--- config.mk ---
export PLATFORM = sky130hd
export DESIGN_NAME = dispatch_sb
export DESIGN_NICKNAME = d
export VERILOG_FILES = /design/src/rtl/dispatch_sb.sv
export SDC_FILE = /design/constraint.sdc
export NUM_CORES = 1
export LEC_CHECK = 0
export BUFFER_PORTS_ARGS = -buffer_cell sky130_fd_sc_hd__buf_2
export CAP_MARGIN = 0
export CELL_PAD_IN_SITES_DETAIL_PLACEMENT = 0
export CELL_PAD_IN_SITES_GLOBAL_PLACEMENT = 1
export CORE_AREA = 5 5 339 341
export DETAILED_ROUTE_END_ITERATION = 10
export DIE_AREA = 0 0 344 346
export PLACE_DENSITY_LB_ADDON = 0.1
export RECOVER_POWER = 25
export SYNTH_ARGS = -nofsm -noshare
export SYNTH_HDL_FRONTEND = slang
export SYNTH_SLANG_ARGS = --single-unit
--- constraint.sdc ---
create_clock -name clk -period 26.7 [get_ports clk]
set_clock_uncertainty 0.15 [all_clocks]
set_input_delay 8.01 -clock clk [delete_from_list [all_inputs] [get_ports clk]]
set_output_delay 8.01 -clock clk [all_outputs]
set_load 0.01 [all_outputs]
--- src/rtl/dispatch_sb.sv ---
// In-order dispatch stage: operand resolution (regfile or forwarding), per-register
// long-latency scoreboard, structural limits, and a registered valid/ready hand-off to EXE.

module dispatch_sb_opsel #(
  parameter int FWD_SRC = 4,
  parameter int DATA_W  = 32
) (
  input  logic [4:0]                    addr_i,
  input  logic [DATA_W-1:0]             rf_data_i,
  input  logic [FWD_SRC-1:0]            fwd_valid_i,
  input  logic [FWD_SRC-1:0][4:0]       fwd_addr_i,
  input  logic [FWD_SRC-1:0][DATA_W-1:0] fwd_data_i,
  output logic [DATA_W-1:0]             data_o
);
  // Walk oldest to youngest so the lowest-index (youngest) match wins.
  always_comb begin
    data_o = rf_data_i;
    for (int f = FWD_SRC - 1; f >= 0; f--)
      if (fwd_valid_i[f] && fwd_addr_i[f] == addr_i) data_o = fwd_data_i[f];
    if (addr_i == 5'd0) data_o = '0;
  end
endmodule

module dispatch_sb #(
  parameter int ISSUE_WIDTH   = 2,
  parameter int FWD_SRC       = 4,
  parameter int WB_PORTS      = 2,
  parameter int MEM_PER_CYCLE = 1,
  parameter int CSR_PER_CYCLE = 1,
  parameter int DATA_W        = 32,
  parameter int PAYLOAD_W     = 64
) (
  input  logic                                     clk,
  input  logic                                     rst,
  input  logic                                     flush,
  input  logic [ISSUE_WIDTH-1:0]                   id_valid_i,
  input  logic [ISSUE_WIDTH-1:0][1:0]              id_rs_valid_i,
  input  logic [ISSUE_WIDTH-1:0][1:0][4:0]         id_rs_addr_i,
  input  logic [ISSUE_WIDTH-1:0]                   id_rd_valid_i,
  input  logic [ISSUE_WIDTH-1:0][4:0]              id_rd_addr_i,
  input  logic [ISSUE_WIDTH-1:0]                   id_is_mem_i,
  input  logic [ISSUE_WIDTH-1:0]                   id_is_csr_i,
  input  logic [ISSUE_WIDTH-1:0]                   id_long_lat_i,
  input  logic [ISSUE_WIDTH-1:0]                   id_use_imm_i,
  input  logic [ISSUE_WIDTH-1:0][DATA_W-1:0]       id_imm_i,
  input  logic [ISSUE_WIDTH-1:0][PAYLOAD_W-1:0]    id_payload_i,
  output logic [ISSUE_WIDTH-1:0]                   ib_accept_o,
  output logic                                     stallreq_o,
  output logic [ISSUE_WIDTH-1:0][1:0][4:0]         rf_raddr_o,
  input  logic [ISSUE_WIDTH-1:0][1:0][DATA_W-1:0]  rf_rdata_i,
  input  logic [FWD_SRC-1:0]                       fwd_valid_i,
  input  logic [FWD_SRC-1:0][4:0]                  fwd_addr_i,
  input  logic [FWD_SRC-1:0][DATA_W-1:0]           fwd_data_i,
  input  logic [WB_PORTS-1:0]                      wb_valid_i,
  input  logic [WB_PORTS-1:0][4:0]                 wb_addr_i,
  input  logic                                     exe_ready_i,
  output logic [ISSUE_WIDTH-1:0]                   exe_valid_o,
  output logic [ISSUE_WIDTH-1:0][DATA_W-1:0]       exe_oprand1_o,
  output logic [ISSUE_WIDTH-1:0][DATA_W-1:0]       exe_oprand2_o,
  output logic [ISSUE_WIDTH-1:0]                   exe_rd_valid_o,
  output logic [ISSUE_WIDTH-1:0][4:0]              exe_rd_addr_o,
  output logic [ISSUE_WIDTH-1:0][DATA_W-1:0]       exe_imm_o,
  output logic [ISSUE_WIDTH-1:0][PAYLOAD_W-1:0]    exe_payload_o
);

  logic [31:0]                            busy_q, busy_d;
  logic [ISSUE_WIDTH-1:0]                 exe_valid_q;
  logic [ISSUE_WIDTH-1:0][DATA_W-1:0]     op1_q, op2_q, imm_q;
  logic [ISSUE_WIDTH-1:0]                 rd_valid_q;
  logic [ISSUE_WIDTH-1:0][4:0]            rd_addr_q;
  logic [ISSUE_WIDTH-1:0][PAYLOAD_W-1:0]  payload_q;

  logic [ISSUE_WIDTH-1:0][1:0][DATA_W-1:0] opnd;
  logic [ISSUE_WIDTH-1:0][DATA_W-1:0]      op2_d;
  logic [ISSUE_WIDTH-1:0]                  ok, issue, accept;
  logic                                    advance, run;
  int                                      mem_cnt, csr_cnt;

  assign rf_raddr_o = id_rs_addr_i;
  assign advance    = exe_ready_i | ~|exe_valid_q;
  assign accept     = (advance & ~flush) ? issue : '0;
  assign ib_accept_o = accept;
  assign stallreq_o = advance & |(id_valid_i & ~issue);

  for (genvar g = 0; g < ISSUE_WIDTH; g++) begin : g_slot
    for (genvar k = 0; k < 2; k++) begin : g_src
      dispatch_sb_opsel #(.FWD_SRC(FWD_SRC), .DATA_W(DATA_W)) u_opsel (
        .addr_i      (id_rs_addr_i[g][k]),
        .rf_data_i   (rf_rdata_i[g][k]),
        .fwd_valid_i (fwd_valid_i),
        .fwd_addr_i  (fwd_addr_i),
        .fwd_data_i  (fwd_data_i),
        .data_o      (opnd[g][k])
      );
    end
    assign op2_d[g] = id_use_imm_i[g] ? id_imm_i[g] : opnd[g][1];
  end

  // Hazard check; the running AND keeps the issue mask prefix-closed.
  always_comb begin
    ok      = '0;
    issue   = '0;
    run     = 1'b1;
    mem_cnt = 0;
    csr_cnt = 0;
    for (int i = 0; i < ISSUE_WIDTH; i++) begin
      ok[i] = id_valid_i[i];
      if (id_valid_i[i] && id_is_mem_i[i]) mem_cnt = mem_cnt + 1;
      if (id_valid_i[i] && id_is_csr_i[i]) csr_cnt = csr_cnt + 1;
      if (mem_cnt > MEM_PER_CYCLE || csr_cnt > CSR_PER_CYCLE) ok[i] = 1'b0;
      for (int k = 0; k < 2; k++) begin
        if (id_rs_valid_i[i][k]) begin
          if (busy_q[id_rs_addr_i[i][k]]) ok[i] = 1'b0;
          for (int j = 0; j < ISSUE_WIDTH; j++)
            if (j < i && id_valid_i[j] && id_rd_valid_i[j] && id_rd_addr_i[j] != 5'd0 &&
                id_rd_addr_i[j] == id_rs_addr_i[i][k]) ok[i] = 1'b0;
        end
      end
      if (id_rd_valid_i[i] && busy_q[id_rd_addr_i[i]]) ok[i] = 1'b0;
      run      = run & ok[i];
      issue[i] = run;
    end
  end

  // Scoreboard next state: clear first so a same-cycle set wins; flush wipes all.
  always_comb begin
    busy_d = busy_q;
    for (int w = 0; w < WB_PORTS; w++)
      if (wb_valid_i[w]) busy_d[wb_addr_i[w]] = 1'b0;
    for (int i = 0; i < ISSUE_WIDTH; i++)
      if (accept[i] && id_long_lat_i[i] && id_rd_valid_i[i] && id_rd_addr_i[i] != 5'd0)
        busy_d[id_rd_addr_i[i]] = 1'b1;
    if (flush) busy_d = '0;
  end

  always_ff @(posedge clk or posedge rst) begin
    if (rst) begin
      busy_q      <= '0;
      exe_valid_q <= '0;
      op1_q       <= '0;
      op2_q       <= '0;
      imm_q       <= '0;
      rd_valid_q  <= '0;
      rd_addr_q   <= '0;
      payload_q   <= '0;
    end else begin
      busy_q <= busy_d;
      if (flush) begin
        exe_valid_q <= '0;
      end else if (advance) begin
        exe_valid_q <= issue;
        rd_valid_q  <= id_rd_valid_i;
        rd_addr_q   <= id_rd_addr_i;
        imm_q       <= id_imm_i;
        payload_q   <= id_payload_i;
        for (int i = 0; i < ISSUE_WIDTH; i++) begin
          op1_q[i] <= opnd[i][0];
          op2_q[i] <= op2_d[i];
        end
      end
    end
  end

  assign exe_valid_o    = exe_valid_q;
  assign exe_oprand1_o  = op1_q;
  assign exe_oprand2_o  = op2_q;
  assign exe_rd_valid_o = rd_valid_q;
  assign exe_rd_addr_o  = rd_addr_q;
  assign exe_imm_o      = imm_q;
  assign exe_payload_o  = payload_q;

endmodule

==> metrics <==
Most used DFF post-synth dfrtp_1; GPL Wtd Cong 0.905; sequential fraction of the synthesis area 40.6%; Fmax 0.0471 GHz; CP Launch Point flush; share of cells above drive strength 1 31.9%; FFs w/ async S/R, synth 100%; type of origin of the critical path input port; TritonRoute pass-1 iters 5; largest net degree at the start of global routing 186; Final Cell Area 30,000 µm²; Hold Buf Count CTS 0; dpl hpwl 107,000 µm; Via density 4.88; failing checks max-capacitance violations, max-slew violations; R2R Path Start exe_valid_o[1]$_DFFE_PP0P_; clock-pin slew on the worst setup and hold paths 50 ps; Yosys cell types 61; outcome complete, but fails checks; Hold Slack 315 ps; Synth Cell Area 22,600 µm²; synth warn 0; WS Path Type input port to primary output; Util after Layout 26.8%; TritonCTS Buffers 52; Final nets 3,881; Hold Crit Class flop to flop; setup tns final 0 ps; Tcrit/Tclk final 79.5%; Final setup viols 0; most frequent cell after synthesis nand2_1; final wirelength 144,000 µm; clock sink count 366; Worst setup EP type primary output; vias in the first global route 24,600; worst r2r dst exe_oprand2_o[33]$_DFFE_PP0P_; Syn Area/Cell 8.61 µm²; Routed wire per std cell 29.4 µm; maximum vdd drop 0.0000494 V; overall global routing resource usage 23.2%; FF-to-FF path depth 6; maxcap violations 7; die area 119,000 µm²; FILL cells 12,300; Multi-input gate area 12,400 µm²; power density over cell area 62.2 nW/µm²; leading area contributor after synthesis dfrtp_1; Yosys top cell area share 40.6%; ANT nets after route 0; Core Rows 123; initial antenna violation count 70; overflow left after global routing 0; Post-route DRC 0; Syn Inst Count 2,621; minimum clock period 21,220 ps; Slew HR -204%; Root Buffer clkbuf_16; number of flops mapped to enable cells by yosys 0; chip width 344 µm; worst slew pin tran 4530 ps; storage element area 9160 µm²; Initial Utilization 20.2%; endpoints failing hold 0; first-pass GRT wire length 199,000 µm; area grow syn2layout 32.8%; Post-CTS Setup Inserts 0; port bufs 890; DP Area 28,100 µm²; synth top area cells dfrtp_1 41%, nand2_1 10%, mux2i_1 7.0%; top cells by count, synth 625 x nand2_1, 366 x dfrtp_1, 208 x a21oi_1; reg-to-reg slack, setup 20,380 ps; Required @ worst endpoint 18,540 ps; Yosys reg bits 366; Clock Tree Buf Depth 3; Top Ports 891; WP data arrival 13,060 ps; Pins Over Slew Limit 407; TritonCTS clock tree yes; initial DRC count 1,590; height of the die 346 µm; Critical Path End ib_accept_o[1]; syn nets 3,155; Post-CTS Resized 0; Leak 14.5 nW; htree depth 2; vias 24,000; core area 112,000 µm²; clock latency on the worst-skew pair 630 ps; RSZ-0062 raised after global routing no; critical path fanouts, max 49
==> final cells by class <==
| type | instances | area share [%] |
|---|---|---|
| multi-input combinational | 2007 | 41.3 |
| sequential | 366 | 30.6 |
| timing repair buffer | 915 | 15.5 |
| tap | 1500 | 6.26 |
| clock buffer | 75 | 5.00 |
| clock inverter | 19 | 1.02 |
| antenna | 28 | 0.234 |
| inverter | 5 | 0.0668 |
==> where the power goes <==
group | total (mW) | switching (mW) | internal [mW]
clock network | 0.753 | 0.304 | 0.449
registers | 0.669 | 0.0415 | 0.627
logic | 0.442 | 0.284 | 0.158
total | 1.86 | 0.630 | 1.23
==> cell usage in the layout, fill, tap and decap left out, types with 5 or more instances in the layout <==
| master | count |
|---|---|
| buf_2 | 888 |
| nand2_1 | 625 |
| dfrtp_1 | 366 |
| a21oi_1 | 206 |
| mux2i_1 | 158 |
| nor2_1 | 147 |
| o21ai_0 | 145 |
| a211oi_1 | 129 |
| xor2_1 | 71 |
| and3_1 | 67 |
| a221oi_1 | 64 |
| a21o_1 | 64 |
| clkbuf_16 | 52 |
| o22ai_1 | 47 |
| nor3b_1 | 33 |
| mux4_2 | 30 |
| diode_2 | 28 |
| nor4_1 | 23 |
| nand3b_1 | 21 |
| xnor2_1 | 19 |
| o31ai_1 | 19 |
| a31oi_1 | 19 |
| buf_4 | 19 |
| clkbuf_1 | 18 |
| nor3_1 | 13 |
| clkbuf_8 | 11 |
| mux2_2 | 9 |
| nand3_1 | 9 |
| or3b_2 | 8 |
| and3_4 | 6 |
| nand3_4 | 6 |
| bufinv_16 | 6 |
| nand4_1 | 5 |
| o31ai_2 | 5 |
| clkinv_2 | 5 |
==> worst min-delay path by stage <==
stage                                        startpoint  depth (start not counted)                            end  slack [ps]
after floorplan                exe_imm_o[0]$_DFFE_PP0P_                          2       exe_imm_o[0]$_DFFE_PP0P_         360
after global placement    exe_payload_o[71]$_DFFE_PP0P_                          2  exe_payload_o[71]$_DFFE_PP0P_         300
after detailed placement      exe_imm_o[44]$_DFFE_PP0P_                          2      exe_imm_o[44]$_DFFE_PP0P_         310
after CTS                     exe_imm_o[44]$_DFFE_PP0P_                          2      exe_imm_o[44]$_DFFE_PP0P_         320
after global routing      exe_oprand1_o[22]$_DFFE_PP0P_                          1  exe_oprand1_o[22]$_DFFE_PP0P_         330
final                         exe_imm_o[16]$_DFFE_PP0P_                          2      exe_imm_o[16]$_DFFE_PP0P_         320
==> metrics by stage <==
step | instances | power (mW) | worst slack [ps]
6_report | 4915 | 1.86 | 5480
5_1_grt | 4897 | 1.95 | 5130
4_1_cts | 4887 | 1.90 | 7570
3_5_place_dp | 4793 | 1.13 | 7580
3_3_place_gp | 4793 | 1.13 | 7570
2_1_floorplan | 2621 | 0.880 | 8380
==> layer usage <==
layer / GRT usage (%) / up-vias / part of all wire [%]
li1: - / 10900 / -
met1: 29.3 / 11800 / 42
met2: 39.6 / 1039 / 48
met3: 5.48 / 229 / 7.2
met4: 6.12 / 26 / 3.0
met5: 0 / - / 0.12
==> worst max-delay path, cell delays in order <==
cell      delay, ps
clkbuf_1       1100
or2_0          3010
nor3_4          160
nand2_4         540
inv_1            70
buf_2           150
==> registers in the layout (all words and copies together), names as in the netlist <==
| register | count |
|---|---|
| exe_oprand1_o | 64 |
| exe_oprand2_o | 64 |
| exe_rd_valid_o | 2 |
| exe_rd_addr_o | 10 |
| exe_valid_o | 2 |
| busy_q | 32 |
| exe_payload_o | 128 |
| exe_imm_o | 64 |
==> cell families after synthesis <==
logic type / after synthesis / synth area share (%)
compound gates: 715 / 20.1
xor+xnor: 90 / 3.49
buf+inv: 248 / 5.19
flops: 366 / 40.6
mux: 201 / 10.9
simple gates: 1001 / 19.7
No activity file was read; power rests on OpenSTA's default activity.
